File: config.mk
export PLATFORM = sky130hd
export DESIGN_NAME = fp_add_normalize_pack
export DESIGN_NICKNAME = d
export VERILOG_FILES = /design/src/rtl/fp_pkg.sv /design/src/rtl/fp_lzc.sv /design/src/rtl/fp_add_normalize_pack.sv
export SDC_FILE = /design/constraint.sdc
export NUM_CORES = 1
export LEC_CHECK = 0
export ABC_AREA = 1
export BUFFER_PORTS_ARGS = -buffer_cell sky130_fd_sc_hd__buf_4
export CELL_PAD_IN_SITES_DETAIL_PLACEMENT = 0
export CELL_PAD_IN_SITES_GLOBAL_PLACEMENT = 1
export CORE_MARGIN = 8
export CORE_UTILIZATION = 42
export DETAILED_ROUTE_END_ITERATION = 12
export PLACE_DENSITY_LB_ADDON = 0.1
export SYNTH_ARGS = -nofsm -noshare
export SYNTH_HDL_FRONTEND = slang
export SYNTH_SLANG_ARGS = --single-unit
File: constraint.sdc
create_clock -name clk_in -period 5 [get_ports clk_in]
set_input_delay 0.25 -clock clk_in [delete_from_list [all_inputs] [get_ports clk_in]]
set_output_delay 0.25 -clock clk_in [all_outputs]
set_load 0.01 [all_outputs]
File: src/rtl/fp_pkg.sv
// Shared constants for the FP adder output stage: field widths, special-value
// fields and the normaliser FSM state encoding.
package fp_pkg;

  localparam int FP_DATA_WIDTH = 32;
  localparam int FP_MENT_WIDTH = 23;
  localparam int FP_EXPO_WIDTH = 8;

  localparam logic [FP_EXPO_WIDTH-1:0] EXP_ALL_ONES = 8'hFF;
  localparam int                       EXP_BIAS     = 127;

  localparam logic [FP_MENT_WIDTH-1:0] FRAC_ZERO = 23'h0;
  localparam logic [FP_DATA_WIDTH-1:0] POS_INF   = 32'h7F80_0000;
  localparam logic [FP_DATA_WIDTH-1:0] ZERO      = 32'h0000_0000;

  localparam logic [1:0] ST_IDLE = 2'd0;
  localparam logic [1:0] ST_NORM = 2'd1;
  localparam logic [1:0] ST_DONE = 2'd2;

endpackage

File: src/rtl/fp_lzc.sv
// Leading-zero counter over the {hidden, fraction} field; all-zero input
// returns WIDTH. Used only by the single-cycle normaliser build.
module fp_lzc
  import fp_pkg::*;
#(
  parameter int WIDTH = FP_MENT_WIDTH + 1,
  parameter int CNT_W = $clog2(WIDTH + 1)
) (
  input  logic [WIDTH-1:0] din,
  output logic [CNT_W-1:0] count
);

  logic found;

  always_comb begin
    count = CNT_W'(WIDTH);
    found = 1'b0;
    for (int i = WIDTH - 1; i >= 0; i--) begin
      if (!found && din[i]) begin
        count = CNT_W'(WIDTH - 1 - i);
        found = 1'b1;
      end
    end
  end

endmodule

File: src/rtl/fp_add_normalize_pack.sv
// Output stage of the FP adder: normalises the raw mantissa sum and packs a binary32
// word (truncating). Define FP_NORM_FAST_SHIFT_EN for a single-cycle LZC normaliser.
module fp_add_normalize_pack
  import fp_pkg::*;
#(
  parameter int DATA_WIDTH = FP_DATA_WIDTH,
  parameter int MENT_WIDTH = FP_MENT_WIDTH,
  parameter int EXPO_WIDTH = FP_EXPO_WIDTH
) (
  input  logic                    clk_in,
  input  logic                    rst_in,
  input  logic                    valid_in,
  output logic                    ready_out,
  input  logic [MENT_WIDTH+1:0]   sum_mant_in,
  input  logic [EXPO_WIDTH-1:0]   big_exp_in,
  input  logic                    sign_in,
  output logic                    valid_out,
  input  logic                    ready_in,
  output logic [DATA_WIDTH-1:0]   result_out,
  output logic                    overflow_out,
  output logic                    underflow_out
);

  // Exponent carries one spare bit so increment/decrement cannot wrap.
  localparam logic [EXPO_WIDTH:0] EXP_MAX = {1'b0, EXP_ALL_ONES};
  localparam logic [EXPO_WIDTH:0] EXP_ONE = (EXPO_WIDTH+1)'(1);

  logic [1:0]            state;
  logic [MENT_WIDTH+1:0] mant;
  logic [EXPO_WIDTH:0]   exp;
  logic                  sign;

  logic [MENT_WIDTH+1:0] mant_nx;
  logic [EXPO_WIDTH:0]   exp_nx;
  logic [EXPO_WIDTH:0]   exp_inc;
  logic                  resolve;
  logic [DATA_WIDTH-1:0] res_nx;
  logic                  ovf_nx;
  logic                  unf_nx;

  assign ready_out = (state == ST_IDLE) && !rst_in;
  assign valid_out = (state == ST_DONE);
  assign exp_inc   = exp + EXP_ONE;

`ifdef FP_NORM_FAST_SHIFT_EN
  localparam int LZC_W = $clog2(MENT_WIDTH + 2);

  logic [LZC_W-1:0]      lzc;
  logic [EXPO_WIDTH:0]   lzc_ext;
  logic [EXPO_WIDTH:0]   exp_m1;
  logic [EXPO_WIDTH-1:0] exp_dn;
  logic [MENT_WIDTH-1:0] frac_sh;

  fp_lzc #(.WIDTH(MENT_WIDTH + 1), .CNT_W(LZC_W)) u_lzc (
    .din   (mant[MENT_WIDTH:0]),
    .count (lzc)
  );

  assign lzc_ext = (EXPO_WIDTH+1)'(lzc);
  assign exp_m1  = (exp == '0) ? '0 : exp - EXP_ONE;
  assign exp_dn  = exp[EXPO_WIDTH-1:0] - EXPO_WIDTH'(lzc);
`endif

  always_comb begin
    mant_nx = mant;
    exp_nx  = exp;
    resolve = 1'b0;
    res_nx  = result_out;
    ovf_nx  = 1'b0;
    unf_nx  = 1'b0;
`ifdef FP_NORM_FAST_SHIFT_EN
    frac_sh = mant[MENT_WIDTH-1:0];
`endif
    if (exp == EXP_MAX) begin
      resolve = 1'b1;
      res_nx  = {sign, EXP_ALL_ONES, FRAC_ZERO};
    end else if (mant == '0) begin
      resolve = 1'b1;
      res_nx  = ZERO;
    end else if (mant[MENT_WIDTH+1]) begin
      resolve = 1'b1;
      if (exp_inc == EXP_MAX) begin
        res_nx = {sign, EXP_ALL_ONES, FRAC_ZERO};
        ovf_nx = 1'b1;
      end else begin
        res_nx = {sign, exp_inc[EXPO_WIDTH-1:0], mant[MENT_WIDTH:1]};
      end
    end else if (mant[MENT_WIDTH]) begin
      resolve = 1'b1;
      res_nx  = {sign, (exp == '0) ? EXPO_WIDTH'(1) : exp[EXPO_WIDTH-1:0],
                 mant[MENT_WIDTH-1:0]};
    end else begin
`ifdef FP_NORM_FAST_SHIFT_EN
      // Shift as far as the exponent allows; running out of exponent means denormal.
      resolve = 1'b1;
      if (lzc_ext <= exp_m1) begin
        frac_sh = mant[MENT_WIDTH-1:0] << lzc;
        res_nx  = {sign, exp_dn, frac_sh};
      end else begin
        frac_sh = mant[MENT_WIDTH-1:0] << exp_m1[LZC_W-1:0];
        res_nx  = {sign, {EXPO_WIDTH{1'b0}}, frac_sh};
        unf_nx  = |frac_sh;
      end
`else
      if (exp <= EXP_ONE) begin
        resolve = 1'b1;
        res_nx  = {sign, {EXPO_WIDTH{1'b0}}, mant[MENT_WIDTH-1:0]};
        unf_nx  = |mant[MENT_WIDTH-1:0];
      end else begin
        mant_nx = {mant[MENT_WIDTH:0], 1'b0};
        exp_nx  = exp - EXP_ONE;
      end
`endif
    end
  end

  always_ff @(posedge clk_in) begin
    if (rst_in) begin
      state         <= ST_IDLE;
      mant          <= '0;
      exp           <= '0;
      sign          <= 1'b0;
      result_out    <= ZERO;
      overflow_out  <= 1'b0;
      underflow_out <= 1'b0;
    end else begin
      case (state)
        ST_IDLE: begin
          if (valid_in) begin
            mant  <= sum_mant_in;
            exp   <= {1'b0, big_exp_in};
            sign  <= sign_in;
            state <= ST_NORM;
          end
        end
        ST_NORM: begin
          mant <= mant_nx;
          exp  <= exp_nx;
          if (resolve) begin
            result_out    <= res_nx;
            overflow_out  <= ovf_nx;
            underflow_out <= unf_nx;
            state         <= ST_DONE;
          end
        end
        ST_DONE: begin
          if (ready_in) state <= ST_IDLE;
        end
        default: state <= ST_IDLE;
      endcase
    end
  end

endmodule

## Word-level counts from Yosys, hierarchy flattened

Cells that the tools add are included.

| operators by class | value |
|---|---|
| bitwise operators | 0 |
| multiply operators | 0 |
| shift operators | 0 |
| equality and inequality tests | 12 |
| order comparisons | 1 |
| reductions and logical operators | 15 |
| add/sub/neg operators | 2 |
| multiplexer cells | 39 |
| divide/modulo/power cells | 0 |

Operator list:

| cell | number |
|---|---|
| $mux W32 | 5 |
| $mux W25 | 4 |
| $mux W9 | 6 |
| $pmux W25 S2 | 1 |
| $mux W24 | 2 |
| $mux W31 | 1 |
| $logic_not A25 Y1 | 1 |
| $reduce_or A23 Y1 | 1 |
| $eq A9 B8 Y1 const B | 2 |
| $pmux W9 S2 | 1 |
| $mux W1 | 14 |
| $ne A2 B2 Y1 const B | 7 |
| $add A9 B1 Y9 const B | 1 |
| $le A9 B1 Y1 const B | 1 |
| $logic_not A9 Y1 | 1 |
| $sub A9 B1 Y9 const B | 1 |
| $mux W8 | 1 |
| $reduce_and A7 Y1 | 1 |
| $mux W2 | 3 |
| $pmux W2 S3 | 1 |
| $reduce_and A3 Y1 | 2 |
| $reduce_and A5 Y1 | 1 |
| $reduce_bool A5 Y1 | 1 |
| $reduce_and A2 Y1 | 2 |
| 8 further kinds | 8 |

| storage, ports and cells | value |
|---|---|
| memories | 0 |
| latch bits | 0 |
| flip-flop bits (word level) | 71 |
| ROM bits | 0 |
| bits in writable memories | 0 |

## Longest topological paths before layout

Gate-level depths: netlist of the first run.

| logic depth | value |
|---|---|
| depth after elaboration | 8 |
| depth in mapped cells | 16 |
| gate-level depth less buffers | 16 |

## Worst setup path after synthesis of the first run

Ideal clock, no wire load.

| timing | value |
|---|---|
| kind | register to register |
| start | register exp[0] |
| end | register result_out[29] |
| cell stages (with the launch flop) | 15 |
| arrival | 2.083 ns |
| period minus slack after synthesis | 2.153 ns |
| required time | 4.930 ns |
| slack | 2.847 ns |
| path through | dfxtp_1 > ha_1 > nand2_1 > nor2_2 > nand3_1 > nor2_1 > ha_1 > nor2_1 > nand2_1 > nand2_1 > nand2_1 > buf_4 > buf_6 > o21ai_0 > a21oi_1 |

| on the way | value |
|---|---|
| longest elaborated chain between the ends | 7 |
| elaborated cells between the ends (all ways) | 18 |
| those cells by class | add/sub: 1; order compare: 1; eq/ne: 2; mux: 11; reduce/logical: 3 |

RTL lines:

| what | RTL line | text |
|---|---|---|
| start: declaration | fp_add_normalize_pack.sv:30 | `logic [EXPO_WIDTH:0] exp;` |
| start signal: assignment | fp_add_normalize_pack.sv:131 | `exp <= {1'b0, big_exp_in};` |
| start signal: assignment | fp_add_normalize_pack.sv:138 | `exp <= exp_nx;` |
| branches (longest 7 deep; another with $add A9 B1 Y9) | -- |  |
| end signal: assignment | fp_add_normalize_pack.sv:140 | `result_out <= res_nx;` |
| end: declaration | fp_add_normalize_pack.sv:19 | `output logic [DATA_WIDTH-1:0] result_out,` |

Parallel ways; which one is timed is not known.
A chain may end at the register's enable or synchronous reset.

## Final worst setup path of the first run

| timing | value |
|---|---|
| start | register exp[0] |
| end | register result_out[9] |

The elaborated chain is that of the path after synthesis.

==> results of run 1 <==
power by group:
part           total (mW)  internal (mW)  switching [mW]
logic               0.733          0.268           0.465
clock network       0.525          0.295           0.230
registers           0.759          0.669          0.0894
metal layers:
| layer | up-vias | track usage [%] | wire [microns] | share of wire (%) |
|---|---|---|---|---|
| met1 | 1903 | 25.2 | 5760 | 48 |
| met4 | 0 | 5.94 | 121 | 1.0 |
| met2 | 108 | 29.6 | 5390 | 45 |
| met3 | 10 | 4.44 | 776 | 6.4 |
| li1 | 2110 | - | - | - |
| met5 | - | 0 | 0 | 0 |
state kept, by name, indices dropped and copies added (netlist names):
register	flops
underflow_out	1
overflow_out	1
sign	1
exp	9
state	2
mant	25
result_out	32
placed cells by master (no fill, tap or decap), types with 2 or more instances in the layout:
cell type                   synthesis  routed
sky130_fd_sc_hd__ha_1               6       6
sky130_fd_sc_hd__dfxtp_1           71      71
sky130_fd_sc_hd__inv_1             46      46
sky130_fd_sc_hd__nand4_1            6       6
sky130_fd_sc_hd__nand2_4            2       2
sky130_fd_sc_hd__xor2_1             2       2
sky130_fd_sc_hd__nand2_1          165     165
sky130_fd_sc_hd__o21ai_1           21      21
sky130_fd_sc_hd__nand2_2            4       4
sky130_fd_sc_hd__o21ai_0           66      66
sky130_fd_sc_hd__clkinv_1           2       2
sky130_fd_sc_hd__nand3_1           47      47
sky130_fd_sc_hd__a21oi_1           46      46
sky130_fd_sc_hd__nor2_4             3       3
sky130_fd_sc_hd__bufinv_16          0       2
sky130_fd_sc_hd__nor2_2             4       4
sky130_fd_sc_hd__buf_4              2      77
sky130_fd_sc_hd__a31oi_1            3       3
sky130_fd_sc_hd__clkbuf_8           0      10
sky130_fd_sc_hd__nand3_2            3       3
sky130_fd_sc_hd__nor2_1            77      77
logic make-up (layout without fill, tap and decap cells):
kind of cell | Yosys count | after routing | synth area share (%)
XOR/XNOR | 2 | 2 | 0.434
AO/OA/AOI/OAI | 141 | 141 | 18.0
adder cells (fa/ha/maj) | 6 | 6 | 1.86
buffers and inverters | 87 | 143 | 10.6
flip-flops | 71 | 71 | 35.2
AND/OR/NAND/NOR | 314 | 314 | 33.9
area by class of cell:
| class | instances | share of cell area (%) |
|---|---|---|
| clock buffer | 11 | 2.97 |
| clock inverter | 5 | 1.71 |
| inverter | 50 | 4.05 |
| multi-input combinational | 463 | 45.9 |
| sequential | 71 | 29.9 |
| tap | 129 | 3.39 |
| timing repair buffer | 77 | 12.1 |
per-stage QoR:
step	total power [mW]	util, %	cell area, sq um	setup WS, ns	hold WS [ns]
2_1_floorplan	1.29	-	4030	2.85	0.385
3_3_place_gp	1.50	48.9	4540	1.88	0.458
3_5_place_dp	1.50	48.9	4540	1.76	0.461
4_1_cts	2.03	51.3	4760	1.75	0.111
5_1_grt	2.17	51.3	4760	1.34	0.113
6_report	2.02	51.3	4760	1.79	0.117
worst paths after layout:
| kind | start | cells after the start | endpoint | slack, ns |
|---|---|---|---|---|
| setup / recovery | exp[0] | 13 | result_out[9] | 1.79 |
| hold / removal | sign_in | 3 | sign | 0.12 |
| setup reg to reg | exp[0] | 13 | result_out[9] | 1.79 |
| hold reg to reg | mant[0] | 2 | mant[0] | 0.47 |
tightest hold or removal path: cells and delay by family:
kind | cells | cell delay [ns]
buffers and inverters | 1 | 0.07
and+or+nand+nor | 2 | 0.11
==> metrics.log, run 1 <==
[metrics] Antenna Nets Post-Route: 0
[metrics] top cell type's share of synthesized area: between 30% and 40%
[metrics] most used flip-flop cell after synthesis: sky130_fd_sc_hd__dfxtp_1
[metrics] Worst setup SP type: flip-flop
[metrics] post-synth top area cell: sky130_fd_sc_hd__dfxtp_1
[metrics] sequential area share after synthesis: 35.2%
[metrics] number of cells after detailed placement: a little under 800
[metrics] number of library cell types mapped by synthesis: 34
[metrics] Final Non-Filler Cells: between 800 and 900
[metrics] clock tree from TritonCTS: done
[metrics] clock period minus worst slack: between 3 and 4 ns
[metrics] critical-path cell with the highest stage delay: sky130_fd_sc_hd__nand2_1
[metrics] CTS Root Cell: sky130_fd_sc_hd__clkbuf_8
[metrics] number of antenna violations at the first check in global routing: 0
[metrics] post-synthesis register bit count: 71
[metrics] buffers and inverters on the worst path: 1
[metrics] setup-violating endpoint count in the final report: 0
[metrics] storage element area: 1420 sq um
[metrics] most common cell in the netlist: sky130_fd_sc_hd__nand2_1
[metrics] share of the clock period used by the worst path after layout: 64.2%
[metrics] deepest clock path buffer count: 2
[metrics] Fin Clk Skew: approximately 0.018 ns
[metrics] Static Leak: approximately 2.2 nW
[metrics] violation count after the first detailed-routing iteration: 296
[metrics] final hold violation count: 0
[metrics] fraction of synthesis flops using an asynchronous set or reset pin: 0%
[metrics] fraction of final layout cells sized beyond drive strength 1: between 10% and 20%
[metrics] critical path endpoint category: flip-flop
[metrics] clock transition at the registers of the reported paths: approximately 0.08 ns
[metrics] GR Overflow Total: 0
[metrics] Hold/Removal Path Class: in2reg
[metrics] cell types with the largest area share after synthesis: sky130_fd_sc_hd__dfxtp_1, sky130_fd_sc_hd__nand2_1, sky130_fd_sc_hd__o21ai_0
[metrics] power density over the cells: roughly 420 nW/um^2
[metrics] total global routing track utilization: a little under a fifth
[metrics] Core ar.: between 9000 and 10000 sq um
[metrics] Max VDD drop: 0.195 mV
[metrics] Diodes inserted: 0
[metrics] Top cell by count, worst path: sky130_fd_sc_hd__nand2_1
[metrics] Crit path required time: between 5 and 6 ns
[metrics] mean area per synthesized cell: between 6 and 7 sq um
[metrics] final max-slew violation count: 0
[metrics] insertion delay of the later-clocked pin in the worst-skew pair: 0.36 ns
[metrics] initial cell density of the core: a little over two fifths
[metrics] number of resized instances in the post-cts repair step: 0
[metrics] peak fanout along the critical path: 29
[metrics] largest net degree at the start of global routing: 43
[metrics] cell breakdown of the critical path: ha_1 -> nand2_1 -> nor2_2 -> nand3_1 -> nor2_1 -> ha_1 -> nor2_1 -> nand2_1 -> nand2_1 -> nand2_1 -> buf_4 -> o21ai_0 -> a21oi_1
[metrics] number of enable-type register cells in the synthesized netlist: 0
[metrics] sinks on the clock net: 71
[metrics] outcome: finished, final reports clean
[metrics] number of global-route vias before repair: slightly below 4000
[metrics] net count after synthesis: ~670
[metrics] DRC violation count after routing: 0
[metrics] setup repair after global routing missed its margin: no
[metrics] Peak Freq: between 300 and 400 MHz
[metrics] cts bufs inserted: 9
[metrics] count of nets after finishing: between 700 and 800
[metrics] Max Cap Viol: 0
[metrics] per-cell routed wire length: 14.9 microns
[metrics] RePlAce Congestion: ~0.84
[metrics] total I/O pin count: between 70 and 80
[metrics] area occupied by multi-input gates: around 2200 sq um
[metrics] final routed wirelength across all metal layers: approximately 12 mm
[metrics] detailed placement HPWL: roughly 8 mm
[metrics] setup TNS: 0 ns
[metrics] post-CTS setup-driven buffer insertion count: 0
[metrics] first-pass GRT wire length: 19.9 mm
[metrics] number of warnings reported in the yosys synthesis log: 0
[metrics] post-synthesis instance area: roughly 4000 sq um
[metrics] Crit path max-delay family: simple AND/OR/NAND/NOR gates
[metrics] iteration count of the initial detailed-routing pass: 4
[metrics] worst slew pin tran: roughly 1.0 ns
[metrics] width of the die: 114 microns
[metrics] Hold-fix buffers, CTS: 0
[metrics] Port-buffer cells: 73
[metrics] total via count after detailed routing: 4131
[metrics] data arrival time of the critical path: around 3.5 ns
[metrics] cell count after synthesis: between 600 and 700
[metrics] die height: around 110 microns
[metrics] Layout area overhead: 18.0%
[metrics] Slew headroom: between 30% and 40%
[metrics] number of filler cells placed in the layout: approximately 1000
[metrics] largest incremental delay on the critical path: 0.63 ns
[metrics] via count normalized by instance count: between 5 and 6
[metrics] leading cell types by count after synthesis: sky130_fd_sc_hd__nand2_1, sky130_fd_sc_hd__nor2_1, sky130_fd_sc_hd__dfxtp_1
[metrics] Die Area: between 10000 and 15000 sq um
[metrics] CTS H-tree depth: 3
[metrics] Rows: 35
[metrics] kind of critical path: reg2reg
Power figures use the tool's default switching activity.
==> inputs of run 2 (changes only) <==
--- a/config.mk
+++ b/config.mk
@@ -5,12 +5,12 @@
 export SDC_FILE = /design/constraint.sdc
 export NUM_CORES = 1
 export LEC_CHECK = 0
-export ABC_AREA = 1
+export ABC_AREA = 0
 export BUFFER_PORTS_ARGS = -buffer_cell sky130_fd_sc_hd__buf_4
 export CELL_PAD_IN_SITES_DETAIL_PLACEMENT = 0
 export CELL_PAD_IN_SITES_GLOBAL_PLACEMENT = 1
 export CORE_MARGIN = 8
-export CORE_UTILIZATION = 42
+export CORE_UTILIZATION = 37
 export DETAILED_ROUTE_END_ITERATION = 12
 export PLACE_DENSITY_LB_ADDON = 0.1
 export SYNTH_ARGS = -nofsm -noshare
==> constraint.sdc (replaced) <==
create_clock -name clk_in -period 2.7 [get_ports clk_in]
set_input_delay 0.135 -clock clk_in [delete_from_list [all_inputs] [get_ports clk_in]]
set_output_delay 0.135 -clock clk_in [all_outputs]
set_load 0.01 [all_outputs]
==> run 2 against run 1 <==
  * Area after synthesis is 8.7% lower
  * Register-to-register slack worse by 1.5 ns
  * Combinational power grew 58%
  * Critical path depth shrank 4
  * Non-clock buffer count rose by 20
  * Sequential share of layout area up 1.1 points
  * Critical endpoint is now result_out[29]
==> metrics.log, run 2 <==
[metrics] commonest cells after routing, fill and taps aside: sky130_fd_sc_hd__buf_4, sky130_fd_sc_hd__dfxtp_1, sky130_fd_sc_hd__nor2_1, sky130_fd_sc_hd__nor3_1, sky130_fd_sc_hd__mux2i_1 (was sky130_fd_sc_hd__nand2_1, sky130_fd_sc_hd__nor2_1, sky130_fd_sc_hd__buf_4, sky130_fd_sc_hd__dfxtp_1, sky130_fd_sc_hd__o21ai_0)
[metrics] Hold/Removal Path Class: in2reg (unchanged)
[metrics] Layout area overhead: 24.8% (was 18.0%)
[metrics] width of the die: 116 microns (was 114 microns)
[metrics] cts bufs inserted: 9 (unchanged)
[metrics] count of nets after finishing: 521 (was 716)
[metrics] most common library cell in the layout ignoring fill and taps: sky130_fd_sc_hd__buf_4 (was sky130_fd_sc_hd__nand2_1)
[metrics] Hold-fix buffers, CTS: 0 (unchanged)
[metrics] post-synth top area cell: sky130_fd_sc_hd__dfxtp_1 (unchanged)
[metrics] number of filler cells placed in the layout: 1038 (was 1013)
[metrics] setup TNS: 0 ns (unchanged)
[metrics] Static Leak: 1.79 nW (was 2.22 nW)
[metrics] share of the clock period used by the worst path after layout: 89.1% (was 64.2%)
[metrics] via count normalized by instance count: 5.49 (was 5.13)
[metrics] Top cell by count, worst path: sky130_fd_sc_hd__nor3_1 (was sky130_fd_sc_hd__nand2_1)
[metrics] CTS Root Cell: sky130_fd_sc_hd__clkbuf_8 (unchanged)
[metrics] Max Cap Viol: 0 (unchanged)
[metrics] worst slew pin tran: 0.725 ns (was 1.01 ns)
[metrics] total global routing track utilization: 17.1% (was 19.0%)
[metrics] mean area per synthesized cell: 9.16 sq um (was 6.49 sq um)
[metrics] post-synthesis instance area: 3680 sq um (was 4030 sq um)
[metrics] registers with the most flip-flops: result_out x32, mant x25, exp x9 (unchanged)
[metrics] leading cell types by count after synthesis: sky130_fd_sc_hd__dfxtp_1, sky130_fd_sc_hd__nor2_1, sky130_fd_sc_hd__nor3_1 (was sky130_fd_sc_hd__nand2_1, sky130_fd_sc_hd__nor2_1, sky130_fd_sc_hd__dfxtp_1)
[metrics] detailed placement HPWL: 7.79 mm (was 8.16 mm)
[metrics] final max-slew violation count: 0 (unchanged)
[metrics] clock period minus worst slack: 2.40 ns (was 3.21 ns)
[metrics] RePlAce Congestion: 0.835 (was 0.838)
[metrics] cell count after synthesis: 402 (was 621)
[metrics] Diodes inserted: 0 (unchanged)
[metrics] Antenna Nets Post-Route: 0 (unchanged)
[metrics] DRC violation count after routing: 0 (unchanged)
[metrics] insertion delay of the later-clocked pin in the worst-skew pair: 0.36 ns (about the same)
[metrics] iteration count of the initial detailed-routing pass: 4 (unchanged)
[metrics] first-pass GRT wire length: 18.3 mm (was 19.9 mm)
[metrics] Top reg by flops: result_out (unchanged)
[metrics] largest incremental delay on the critical path: 0.62 ns (was 0.63 ns)
[metrics] Crit path required time: 2.91 ns (was 5.29 ns)
[metrics] CTS H-tree depth: 3 (unchanged)
[metrics] clock transition at the registers of the reported paths: 0.09 ns (was 0.08 ns)
[metrics] GR Overflow Total: 0 (unchanged)
[metrics] number of resized instances in the post-cts repair step: 0 (unchanged)
[metrics] die height: 116 microns (was 114 microns)
[metrics] Slew headroom: 51.7% (was 32.9%)
[metrics] number of enable-type register cells in the synthesized netlist: 0 (unchanged)
[metrics] setup repair after global routing missed its margin: no (unchanged)
[metrics] post-CTS setup-driven buffer insertion count: 0 (unchanged)
[metrics] Worst setup SP type: flip-flop (unchanged)
[metrics] Peak Freq: 416 MHz (was 311 MHz)
[metrics] power density over the cells: 731 nW/um^2 (was 424 nW/um^2)
[metrics] number of antenna violations at the first check in global routing: 0 (unchanged)
[metrics] Die Area: 13400 sq um (was 13000 sq um)
[metrics] per-cell routed wire length: 18.3 microns (was 14.9 microns)
[metrics] number of global-route vias before repair: 3426 (was 3980)
[metrics] data arrival time of the critical path: 2.62 ns (was 3.50 ns)
[metrics] final hold violation count: 0 (unchanged)
[metrics] sequential area share after synthesis: 38.6% (was 35.2%)
[metrics] fraction of synthesis flops using an asynchronous set or reset pin: 0% (unchanged)
[metrics] most common cell in the netlist: sky130_fd_sc_hd__dfxtp_1 (was sky130_fd_sc_hd__nand2_1)
[metrics] critical path endpoint category: flip-flop (unchanged)
[metrics] sinks on the clock net: 71 (unchanged)
[metrics] total I/O pin count: 74 (unchanged)
[metrics] number of warnings reported in the yosys synthesis log: 0 (unchanged)
[metrics] Max VDD drop: 0.243 mV (was 0.195 mV)
[metrics] number of cells after detailed placement: 599 (was 790)
[metrics] largest net degree at the start of global routing: 47 (was 43)
[metrics] clock tree from TritonCTS: done (unchanged)
[metrics] total chip power: 3.36 mW (was 2.02 mW)
[metrics] setup-violating endpoint count in the final report: 0 (unchanged)
[metrics] top cell type's share of synthesized area: 38.6% (was 35.2%)
[metrics] initial cell density of the core: 37.8% (was 43.4%)
[metrics] number of library cell types mapped by synthesis: 59 (was 34)
[metrics] deepest clock path buffer count: 2 (unchanged)
[metrics] cell types with the largest area share after synthesis: sky130_fd_sc_hd__dfxtp_1, sky130_fd_sc_hd__mux2i_1, sky130_fd_sc_hd__o2bb2ai_1 (was sky130_fd_sc_hd__dfxtp_1, sky130_fd_sc_hd__nand2_1, sky130_fd_sc_hd__o21ai_0)
[metrics] flip-flop count of the largest register, all copies and words added: 32 (unchanged)
[metrics] Fin Clk Skew: 0.0176 ns (was 0.0183 ns)
[metrics] outcome: finished, final reports clean (unchanged)
[metrics] peak fanout along the critical path: 12 (was 29)
[metrics] most used flip-flop cell after synthesis: sky130_fd_sc_hd__dfxtp_1 (unchanged)
[metrics] total via count after detailed routing: 3376 (was 4131)
[metrics] Core ar.: 9730 sq um (was 9280 sq um)
[metrics] Final Non-Filler Cells: 615 (was 806)
[metrics] post-synthesis register bit count: 71 (unchanged)
[metrics] Port-buffer cells: 73 (unchanged)
[metrics] violation count after the first detailed-routing iteration: 208 (was 296)
[metrics] kind of critical path: reg2reg (unchanged)
[metrics] net count after synthesis: 446 (was 665)
[metrics] Rows: 36 (was 35)
[metrics] cell breakdown of the critical path: nand3_1 -> nor2_1 -> ha_1 -> nor3_1 -> buf_4 -> o21ai_1 -> o21ai_0 -> a2111oi_0 -> nor3_1 (was ha_1 -> nand2_1 -> nor2_2 -> nand3_1 -> nor2_1 -> ha_1 -> nor2_1 -> nand2_1 -> nand2_1 -> nand2_1 -> buf_4 -> o21ai_0 -> a21oi_1)
[metrics] critical-path cell with the highest stage delay: sky130_fd_sc_hd__dfxtp_1 (was sky130_fd_sc_hd__nand2_1)
[metrics] final routed wirelength across all metal layers: 11.3 mm (was 12.0 mm)
[metrics] fraction of final layout cells sized beyond drive strength 1: 30.3% (was 16.8%)
run 2: cell count changes in the layout (fill, tap and decap cells not counted), sizes merged, moves of 8 or more:
cell,change
buf,+20
o21ai,-72
o2bb2ai,+23
nor4,+8
inv,-38
and3,+8
mux2i,+25
nand2,-155
nor2,-42
a21oi,-25
nand3,-41
a221oi,+21
nor3,+36
run 2: cells by family after synthesis:
kind of cell             Yosys count  share of synthesized area [%]
AO/OA/AOI/OAI                    118                           25.8
XOR/XNOR                           4                          0.952
adder cells (fa/ha/maj)            6                           2.04
buffers and inverters             41                           5.95
flip-flops                        71                           38.6
multiplexers                      25                           6.80
AND/OR/NAND/NOR                  137                           19.8
run 2: worst paths after layout:
path                       start             end  slack (ns)  cells past startpoint
hold / removal           sign_in            sign        0.03                      3
setup / recovery          exp[6]  result_out[29]        0.30                      9
hold reg to reg   result_out[21]  result_out[21]        0.47                      1
setup reg to reg          exp[6]  result_out[29]        0.30                      9
run 2: through the flow:
step / area, sq um / worst slack (ns) / utilization, % / hold slack [ns]
finish: 4600 / 0.296 / 47.2 / 0.0313
global route: 4600 / 0.0534 / 47.2 / 0.0366
CTS: 4590 / 0.125 / 47.2 / 0.0159
detailed placement: 4400 / 0.156 / 45.2 / 0.398
global placement: 4400 / 0.215 / 45.2 / 0.387
floorplan: 3680 / 0.460 / - / 0.271
run 2: cell type report:
type	instances	area, sq um	area share [%]
clock buffers	10	138	2.99
well taps	133	166	3.62
flip-flops and latches	71	1420	30.9
clock inverters	6	51.3	1.12
inverters	8	30.0	0.653
repair buffers	97	741	16.1
multi-input cells	290	2050	44.6
run 2: worst max-delay path, delay by kind of cell (launching register included):
kind	cells	cell delay, ns
buffers and inverters	1	0.15
adder cells (fa/ha/maj)	1	0.18
AND/OR/NAND/NOR	4	0.45
AO/OA/AOI/OAI	3	0.86
flip-flops	1	0.62
run 2: metal layers:
| layer | up-vias | GRT usage (%) | share of wire, % |
|---|---|---|---|
| li1 | 1672 | - | - |
| met1 | 1615 | 24.5 | 51 |
| met2 | 79 | 25.4 | 43 |
| met3 | 10 | 3.07 | 4.9 |
| met4 | 0 | 5.45 | 1.1 |
| met5 | - | 0 | 0 |
run 2: power breakdown:
group / switching (mW) / total (mW) / internal (mW)
Clock: 0.459 / 0.831 / 0.372
Combinational: 0.659 / 1.16 / 0.498
Sequential: 0.182 / 1.37 / 1.19
Total: 1.30 / 3.36 / 2.06
